==> config.mk <==
export PLATFORM = sky130hd
export DESIGN_NAME = dbuf_load_ctrl
export DESIGN_NICKNAME = d
export VERILOG_FILES = /design/src/rtl/dbuf_load_ctrl.sv
export SDC_FILE = /design/constraint.sdc
export NUM_CORES = 1
export LEC_CHECK = 0
export ABC_AREA = 1
export ABC_CLOCK_PERIOD_IN_PS = 8300
export CORE_MARGIN = 10
export CORE_UTILIZATION = 40
export DETAILED_ROUTE_END_ITERATION = 12
export PLACE_DENSITY = 0.66
export SYNTH_ARGS = -nofsm -noshare
export SYNTH_HDL_FRONTEND = slang
export SYNTH_SLANG_ARGS = --single-unit
==> constraint.sdc <==
create_clock -name clk -period 8.3 [get_ports clk]
set_clock_uncertainty 0.15 [all_clocks]
set_input_delay 1.66 -clock clk [delete_from_list [all_inputs] [get_ports clk]]
set_output_delay 1.66 -clock clk [all_outputs]
set_load 0.05 [all_outputs]
==> src/rtl/dbuf_load_ctrl.sv <==
// dbuf_load_ctrl
// Sequences a data-buffer load task tile by tile. For each tile it hands the
// task configuration to the loader, issues one (FC) or two (conv) DDR read
// requests, then waits for the loader to signal completion through conf_ready.
//
// Ports
//   clk, rst             : clock, synchronous active-high reset
//   task_*               : task handshake and task fields (captured on accept)
//   rd1_req_*, rd2_req_* : DDR read requests {addr, len in beats}
//   conf_*               : loader configuration handshake, driven from the
//                          captured task fields
//   tile_done, task_done : single-cycle completion pulses
//   busy                 : high while a task is in flight
module dbuf_load_ctrl #(
    parameter int PE_NUM     = 32,
    parameter int DDR_ADDR_W = 32,
    parameter int TILE_W     = 8
) (
    input  logic                  clk,
    input  logic                  rst,

    input  logic                  task_valid,
    output logic                  task_ready,
    input  logic [3:0]            task_mode,
    input  logic [3:0]            task_ch_num,
    input  logic [3:0]            task_row_num,
    input  logic [3:0]            task_pix_num,
    input  logic [PE_NUM-1:0]     task_mask,
    input  logic                  task_depool,
    input  logic [DDR_ADDR_W-1:0] task_addr1,
    input  logic [DDR_ADDR_W-1:0] task_addr2,
    input  logic [DDR_ADDR_W-1:0] task_stride,
    input  logic [TILE_W-1:0]     task_tile_num,

    output logic                  rd1_req_valid,
    input  logic                  rd1_req_ready,
    output logic [DDR_ADDR_W-1:0] rd1_req_addr,
    output logic [12:0]           rd1_req_len,

    output logic                  rd2_req_valid,
    input  logic                  rd2_req_ready,
    output logic [DDR_ADDR_W-1:0] rd2_req_addr,
    output logic [12:0]           rd2_req_len,

    output logic                  conf_valid,
    input  logic                  conf_ready,
    output logic [3:0]            conf_mode,
    output logic [3:0]            conf_ch_num,
    output logic [3:0]            conf_row_num,
    output logic [3:0]            conf_pix_num,
    output logic [PE_NUM-1:0]     conf_mask,
    output logic                  conf_depool,

    output logic                  tile_done,
    output logic                  task_done,
    output logic                  busy
);

    typedef enum logic [2:0] {
        S_IDLE,
        S_CONF,
        S_REQ,
        S_WAIT,
        S_NEXT
    } state_t;

    state_t state_q, state_d;

    logic [3:0]            mode_q, ch_q, row_q, pix_q;
    logic [PE_NUM-1:0]     mask_q;
    logic                  depool_q;
    logic                  conv_q;
    logic [12:0]           len_q;
    logic [DDR_ADDR_W-1:0] addr1_q, addr2_q, stride_q;
    logic [TILE_W-1:0]     tile_num_q, tile_idx_q;
    logic                  rd1_done_q, rd2_done_q;
    logic                  low_seen_q;
    logic                  tile_done_q, task_done_q;

    logic                  accept;
    logic                  rd1_hs, rd2_hs;
    logic                  tile_complete;
    logic                  last_tile;

    // Burst length at full 13-bit width: 16*16*16 = 4096 still fits.
    logic [12:0] ch_p1, row_p1, pix_p1, len_conv;
    logic        task_is_conv;

    assign ch_p1        = 13'(task_ch_num) + 13'd1;
    assign row_p1       = 13'(task_row_num) + 13'd1;
    assign pix_p1       = 13'(task_pix_num) + 13'd1;
    assign len_conv     = ch_p1 * row_p1 * pix_p1;
    assign task_is_conv = (task_mode[2:1] == 2'b01);

    assign conf_mode    = mode_q;
    assign conf_ch_num  = ch_q;
    assign conf_row_num = row_q;
    assign conf_pix_num = pix_q;
    assign conf_mask    = mask_q;
    assign conf_depool  = depool_q;

    assign rd1_req_addr = addr1_q;
    assign rd2_req_addr = addr2_q;
    assign rd1_req_len  = len_q;
    assign rd2_req_len  = len_q;

    assign tile_done    = tile_done_q;
    assign task_done    = task_done_q;

    always_ff @(posedge clk) begin
        if (rst) begin
            state_q <= S_IDLE;
        end else begin
            state_q <= state_d;
        end
    end

    always_comb begin
        state_d       = state_q;
        task_ready    = (state_q == S_IDLE);
        conf_valid    = (state_q == S_CONF);
        rd1_req_valid = (state_q == S_REQ) && !rd1_done_q;
        rd2_req_valid = (state_q == S_REQ) && conv_q && !rd2_done_q;
        busy          = (state_q != S_IDLE);

        accept        = task_valid && task_ready;
        rd1_hs        = rd1_req_valid && rd1_req_ready;
        rd2_hs        = rd2_req_valid && rd2_req_ready;
        // Loader drops ready after taking the config and raises it again at
        // its last write; a high level alone is not completion.
        tile_complete = (state_q == S_WAIT) && conf_ready && low_seen_q;
        last_tile     = (tile_idx_q == tile_num_q);

        case (state_q)
            S_IDLE: if (accept) state_d = S_CONF;
            S_CONF: if (conf_ready) state_d = S_REQ;
            S_REQ: begin
                // FC tasks have no second stream, so rd2 counts as done.
                if ((rd1_done_q || rd1_hs) && (!conv_q || rd2_done_q || rd2_hs))
                    state_d = S_WAIT;
            end
            S_WAIT: if (tile_complete) state_d = S_NEXT;
            S_NEXT: state_d = last_tile ? S_IDLE : S_CONF;
            default: state_d = S_IDLE;
        endcase
    end

    always_ff @(posedge clk) begin
        if (rst) begin
            mode_q      <= '0;
            ch_q        <= '0;
            row_q       <= '0;
            pix_q       <= '0;
            mask_q      <= '0;
            depool_q    <= 1'b0;
            conv_q      <= 1'b0;
            len_q       <= '0;
            addr1_q     <= '0;
            addr2_q     <= '0;
            stride_q    <= '0;
            tile_num_q  <= '0;
            tile_idx_q  <= '0;
            rd1_done_q  <= 1'b0;
            rd2_done_q  <= 1'b0;
            low_seen_q  <= 1'b0;
            tile_done_q <= 1'b0;
            task_done_q <= 1'b0;
        end else begin
            tile_done_q <= tile_complete;
            task_done_q <= (state_q == S_NEXT) && last_tile;

            if (accept) begin
                mode_q     <= task_mode;
                ch_q       <= task_ch_num;
                row_q      <= task_row_num;
                pix_q      <= task_pix_num;
                mask_q     <= task_mask;
                depool_q   <= task_depool;
                conv_q     <= task_is_conv;
                len_q      <= task_is_conv ? len_conv : ch_p1;
                addr1_q    <= task_addr1;
                addr2_q    <= task_addr2;
                stride_q   <= task_stride;
                tile_num_q <= task_tile_num;
                tile_idx_q <= '0;
                low_seen_q <= 1'b0;
            end

            if (state_q == S_CONF && conf_ready) begin
                rd1_done_q <= 1'b0;
                rd2_done_q <= 1'b0;
            end

            if (state_q == S_REQ) begin
                if (rd1_hs) rd1_done_q <= 1'b1;
                if (rd2_hs) rd2_done_q <= 1'b1;
            end

            if (state_q == S_WAIT && !conf_ready) begin
                low_seen_q <= 1'b1;
            end

            if (state_q == S_NEXT && !last_tile) begin
                tile_idx_q <= tile_idx_q + TILE_W'(1);
                addr1_q    <= addr1_q + stride_q;
                addr2_q    <= addr2_q + stride_q;
                low_seen_q <= 1'b0;
            end
        end
    end

endmodule

* Word-level counts from Yosys, hierarchy flattened *
Index checks and enable logic that the tools add are counted.

word-level totals
  bits in registers = 183
  output and inout bits = 146
  word-level logic and storage cells = 85

cells by class
  add/subtract/negate cells = 6
  multipliers = 2
  equality and inequality tests = 10
  muxes and demuxes = 21
  reductions and logical operators = 27

operators with widths
  operator             count
  $mux 32              4
  $add 32x32->32       2
  $mux 8               2
  $add 4x1->5 const B  3
  $pmux 3 s5           1
  $logic_and 1x1->1    13
  $mul 10x5->13        1
  $mux 13              1
  $mux 3               4
  $mul 5x5->10         1
  $mux 1               9
  $add 8x1->8 const B  1
  $eq 8x8->1           1
  $eq 3x2->1 const B   2
  $ne 2x1->1 const B   3
  $logic_not 1->1      5
  $reduce_and 4->1     1
  $reduce_bool 2->1    2
  $eq 3x1->1 const B   1
  $eq 3x3->1 const B   1
  $logic_not 3->1      1
  $logic_or 1x1->1     3
  $reduce_bool 3->1    1
  $eq 2x1->1 const B   1
  other kinds (2)      2

* Logic depth before layout (Yosys ltp) *
  depth in word-level cells = 8
  gate-level depth with buffers = 34
  gate-level depth less buffers = 34

* Worst setup path before layout *
OpenSTA, ideal clock, no wires.

  path type = input to register
  start point = in task_ch_num[0]
  end point = reg len_q[12], in the netlist rd1_req_len[12]
  arrival = 7.556 ns
  data required time = 8.018 ns
  setup slack = 0.462 ns
  stages = 32
  cell sequence = ha_1 inv_1 or2_2 fa_1 fa_1 fa_1 inv_1 ha_1 nand2_1 nand3_1 a31o_2 xor2_1 inv_1 nor2_1 fa_1 fa_1 inv_1 fa_1 inv_1 ha_1 nand2_1 inv_1 a21oi_1 nand2_1 nand2_1 nand2_1 nand2_1 nand2_1 inv_1 nand2_1 nand3_1 a21oi_1

between the ends
  word-level cells in the longest chain between the ends = 4

RTL lines
  item                    RTL line  RTL
  start: declaration      25        input logic [3:0] task_ch_num,
  $add 4x1->5             89        assign ch_p1 = 13'(task_ch_num) + 13'd1;
  $mul 5x5->10            92        assign len_conv = ch_p1 * row_p1 * pix_p1;
  $mul 10x5->13           92
  $mux 13                 180       len_q <= task_is_conv ? len_conv : ch_p1;
  end signal: assignment  180
  end: declaration        73        logic [12:0] len_q;

Every way passes these cells.
A chain may end at the register's enable or synchronous reset.

* Worst setup path after layout *
  start point = in task_row_num[1]
  end point = reg len_q[11], in the netlist rd1_req_len[11]

between the ends
  word-level cells in the longest chain between the ends = 4

RTL lines
  item                RTL line  RTL
  start: declaration  26        input logic [3:0] task_row_num,
  $add 4x1->5         90        assign row_p1 = 13'(task_row_num) + 13'd1;
  $mul 5x5->10        92
  $mul 10x5->13       92
  $mux 13             180

Every way passes these cells.

==> insert_results.sql <==
INSERT INTO impl_metrics (metric_group, metric, value, unit) VALUES
('power', 'power-per-cell-area', '265', 'mW/mm2'),
('clock_tree', 'cts_tree', 'done', ''),
('placed_design', 'globalplace.congestion', '0.940', ''),
('timing', 'fmax', '127', 'MHz'),
('placed_design', 'port-buffer-count', '304', ''),
('logic_synthesis', 'synthDominantAreaCellType', 'sky130_fd_sc_hd__dfxtp_1', ''),
('worst_setup_path', 'crit-reg2reg-capture', 'rd1_req_addr[13]', ''),
('worst_setup_path', 'critPathMaxFanout', '4', ''),
('worst_setup_path', 'criticalPathCategory', 'in2reg', ''),
('timing', 'timing.final.crit_period', '7.87', 'ns'),
('logic_synthesis', 'netlist_top_cells_area', 'sky130_fd_sc_hd__dfxtp_1, sky130_fd_sc_hd__nand2_1, sky130_fd_sc_hd__nor2_1, sky130_fd_sc_hd__ha_1, sky130_fd_sc_hd__a21oi_1', ''),
('worst_setup_path', 'timing.reg2reg.worst_path_depth', '10', ''),
('worst_setup_path', 'cpMaxStageDelayCell', 'sky130_fd_sc_hd__fa_1', ''),
('clock_tree', 'root_buffer', 'sky130_fd_sc_hd__clkbuf_16', ''),
('logic_synthesis', 'postSynthNetCount', '2352', ''),
('power', 'ir_worst_vdd', '0.231', 'mV'),
('logic_synthesis', 'synth_top_flop_cell', 'sky130_fd_sc_hd__dfxtp_1', ''),
('clock_tree', 'cts_hold_buf', '0', ''),
('timing', 'finalSetupViolations', '0', ''),
('worst_setup_path', 'ff2ff_setup_slack', '5.01', 'ns'),
('worst_setup_path', 'crit_family', 'adder cells', ''),
('timing', 'final-max-slew-violation-count', '0', ''),
('clock_tree', 'post_cts_resize_count', '0', ''),
('routing', 'first_pass_iters', '5', ''),
('grt', 'grt-ovfl-total', '0', ''),
('logic_synthesis', 'synth-seq-area-share', '27.3', '%'),
('floorplan', 'die_height', '203', 'um'),
('floorplan', 'start_util', '40.9', '%'),
('logic_synthesis', 'synth-seq-cells', '183', ''),
('routing', 'detail-route-antenna-nets', '0', ''),
('logic_synthesis', 'post_synth_inst_count', '2057', ''),
('timing', 'grt_setup_unrepaired', 'false', ''),
('worst_setup_path', 'crit_path_end_kind', 'register', ''),
('worst_setup_path', 'rr_startpoint', 'tile_idx_q[0]', ''),
('routing', 'detail_route.wirelength', '50000', 'um'),
('timing', 'finalHoldWorstSlack', '0.314', 'ns'),
('clock_tree', 'cts_num_sinks', '183', ''),
('clock_tree', 'post-cts-setup-buffer-count', '0', ''),
('timing', 'max_slew_margin', '34.8', '%'),
('flow_run', 'drv.max_cap_violation_count', '0', ''),
('final_layout', 'area_growth_syn_to_layout', '30.3', '%'),
('final_layout', 'fin_area', '0.0175', 'mm2'),
('outcome', 'run_status', 'completed', ''),
('clock_tree', 'cts-buffers-inserted', '17', ''),
('worst_setup_path', 'wp_buf_inv', '5', ''),
('min_path', 'timing.hold.worst.start', 'conv_q', ''),
('grt', 'grt_pass1_vias', '14300', ''),
('logic_synthesis', 'synth_commonest_cells', 'sky130_fd_sc_hd__nand2_1, sky130_fd_sc_hd__nor2_1, sky130_fd_sc_hd__inv_1, sky130_fd_sc_hd__a21oi_1, sky130_fd_sc_hd__o21ai_0', ''),
('worst_setup_path', 'timing.critical_path.mode_cell', 'sky130_fd_sc_hd__fa_1', ''),
('logic_synthesis', 'synth.yosys.warnings', '0', ''),
('min_path', 'hold_path_class', 'reg2reg', ''),
('timing', 'worst_margin_slew', '0.978', 'ns'),
('routing', 'drt-wirelength-per-cell', '18.0', 'um'),
('final_layout', 'layout-drive-gt1-share', '4.02', '%'),
('min_path', 'hold_end', 'conv_q', ''),
('timing', 'finalHoldViolCount', '0', ''),
('routing', 'via_per_inst', '5.22', ''),
('floorplan', 'rows', '66', ''),
('placed_design', 'dp_hpwl', '39100', 'um'),
('final_layout', 'finalNetCount', '2623', ''),
('routing', 'iteration_0_drc_markers', '835', ''),
('clock_tree', 'cts-root-to-sink-buffers', '2', ''),
('logic_synthesis', 'synth-async-reset-ratio', '0', '%'),
('grt', 'grt_start_max_net_pins', '121', ''),
('worst_setup_path', 'worstPathRequired', '8.53', 'ns'),
('floorplan', 'die-area', '0.0412', 'mm2'),
('worst_setup_path', 'worstPathArrival', '8.10', 'ns'),
('clock_tree', 'worstSkewPairLatency', '0.46', 'ns'),
('placed_design', 'dpl_cell_area', '0.0168', 'mm2'),
('worst_setup_path', 'critPathMaxStageDelay', '0.55', 'ns'),
('power', 'design_power_total', '4.63', 'mW');
metrics by stage:
step	TNS [ns]	util [%]	setup WS [ns]
finish	0	53.2	0.435
global placement	-0.513	51.3	-0.193
detailed placement	-1.18	51.3	-0.322
CTS	0	53.0	0.149
global route	0	53.2	0.0478
floorplan	0	-	0.462
cells in the final DEF (no fill, tap or decap), types with 13 or more instances in the layout:
| master | Yosys | layout |
|---|---|---|
| sky130_fd_sc_hd__o21ai_0 | 191 | 191 |
| sky130_fd_sc_hd__ha_1 | 102 | 99 |
| sky130_fd_sc_hd__clkbuf_16 | 0 | 17 |
| sky130_fd_sc_hd__buf_4 | 14 | 27 |
| sky130_fd_sc_hd__nand4_1 | 17 | 17 |
| sky130_fd_sc_hd__nand2_1 | 449 | 449 |
| sky130_fd_sc_hd__inv_1 | 195 | 195 |
| sky130_fd_sc_hd__nor3_1 | 16 | 16 |
| sky130_fd_sc_hd__or2_2 | 13 | 13 |
| sky130_fd_sc_hd__nand3_1 | 105 | 105 |
| sky130_fd_sc_hd__dfxtp_1 | 183 | 183 |
| sky130_fd_sc_hd__xor2_1 | 37 | 34 |
| sky130_fd_sc_hd__clkdlybuf4s50_1 | 0 | 301 |
| sky130_fd_sc_hd__fa_1 | 34 | 34 |
| sky130_fd_sc_hd__a21oi_1 | 191 | 191 |
| sky130_fd_sc_hd__nor2_1 | 370 | 369 |
state kept, by name, indices dropped and copies added, names as in the netlist, 3 cells and up:
register	flops
conf_ch_num	4
conf_mask	32
conf_mode	4
conf_pix_num	4
conf_row_num	4
rd1_req_addr	32
rd1_req_len	13
rd2_req_addr	32
state_q	3
stride_q	32
tile_idx_q	8
tile_num_q	8
logic make-up after synthesis:
kind of cell               share of synthesized area [%]
xor gates and xnor gates                            2.68
buffers and inverters                               8.57
DFF                                                 27.3
and+or+nand+nor                                     30.0
adders and majority gates                           14.6
AOI/OAI and AO/OA                                   16.8
power by group:
group	total, mW	internal, mW	switching, mW
logic	2.57	0.894	1.67
clock network	0.823	0.429	0.394
registers	1.24	1.06	0.178
tightest hold or removal path, delay by kind of cell (launching register included):
family	cells	cell delay, ns
AOI/OAI and AO/OA	1	0.05
and+or+nand+nor	1	0.06
DFF	1	0.31
routing by layer:
metal	GRT usage, %	vias up	wire, um
met4	7.59	0	1240
met3	6.30	61	4110
li1	-	7236	-
met2	38.2	489	22500
met1	29.5	6746	22200
met5	0	-	0
how the worst max path moves through the flow:
stage	start	end	slack, ns	depth (start not counted)
floorplan	task_ch_num[0]	rd1_req_len[12]	0.46	32
global placement	task_ch_num[1]	rd1_req_len[12]	-0.19	32
detailed placement	task_ch_num[1]	rd1_req_len[11]	-0.32	30
CTS	task_ch_num[1]	rd1_req_len[11]	0.15	30
global route	task_row_num[0]	rd1_req_len[12]	0.05	33
finish	task_row_num[1]	rd1_req_len[11]	0.43	30
cell type report:
cell class | count | area, um2 | share of cell area, %
Tap cell | 442 | 553 | 3.17
Timing Repair Buffer | 332 | 3270 | 18.7
Sequential cell | 183 | 3660 | 21.0
Clock inverter | 11 | 115 | 0.659
Antenna cell | 2 | 5.00 | 0.0287
Inverter | 199 | 752 | 4.31
Multi-Input combinational cell | 1595 | 8650 | 49.6
Clock buffer | 21 | 450 | 2.58
Power figures use the tool's default switching activity.
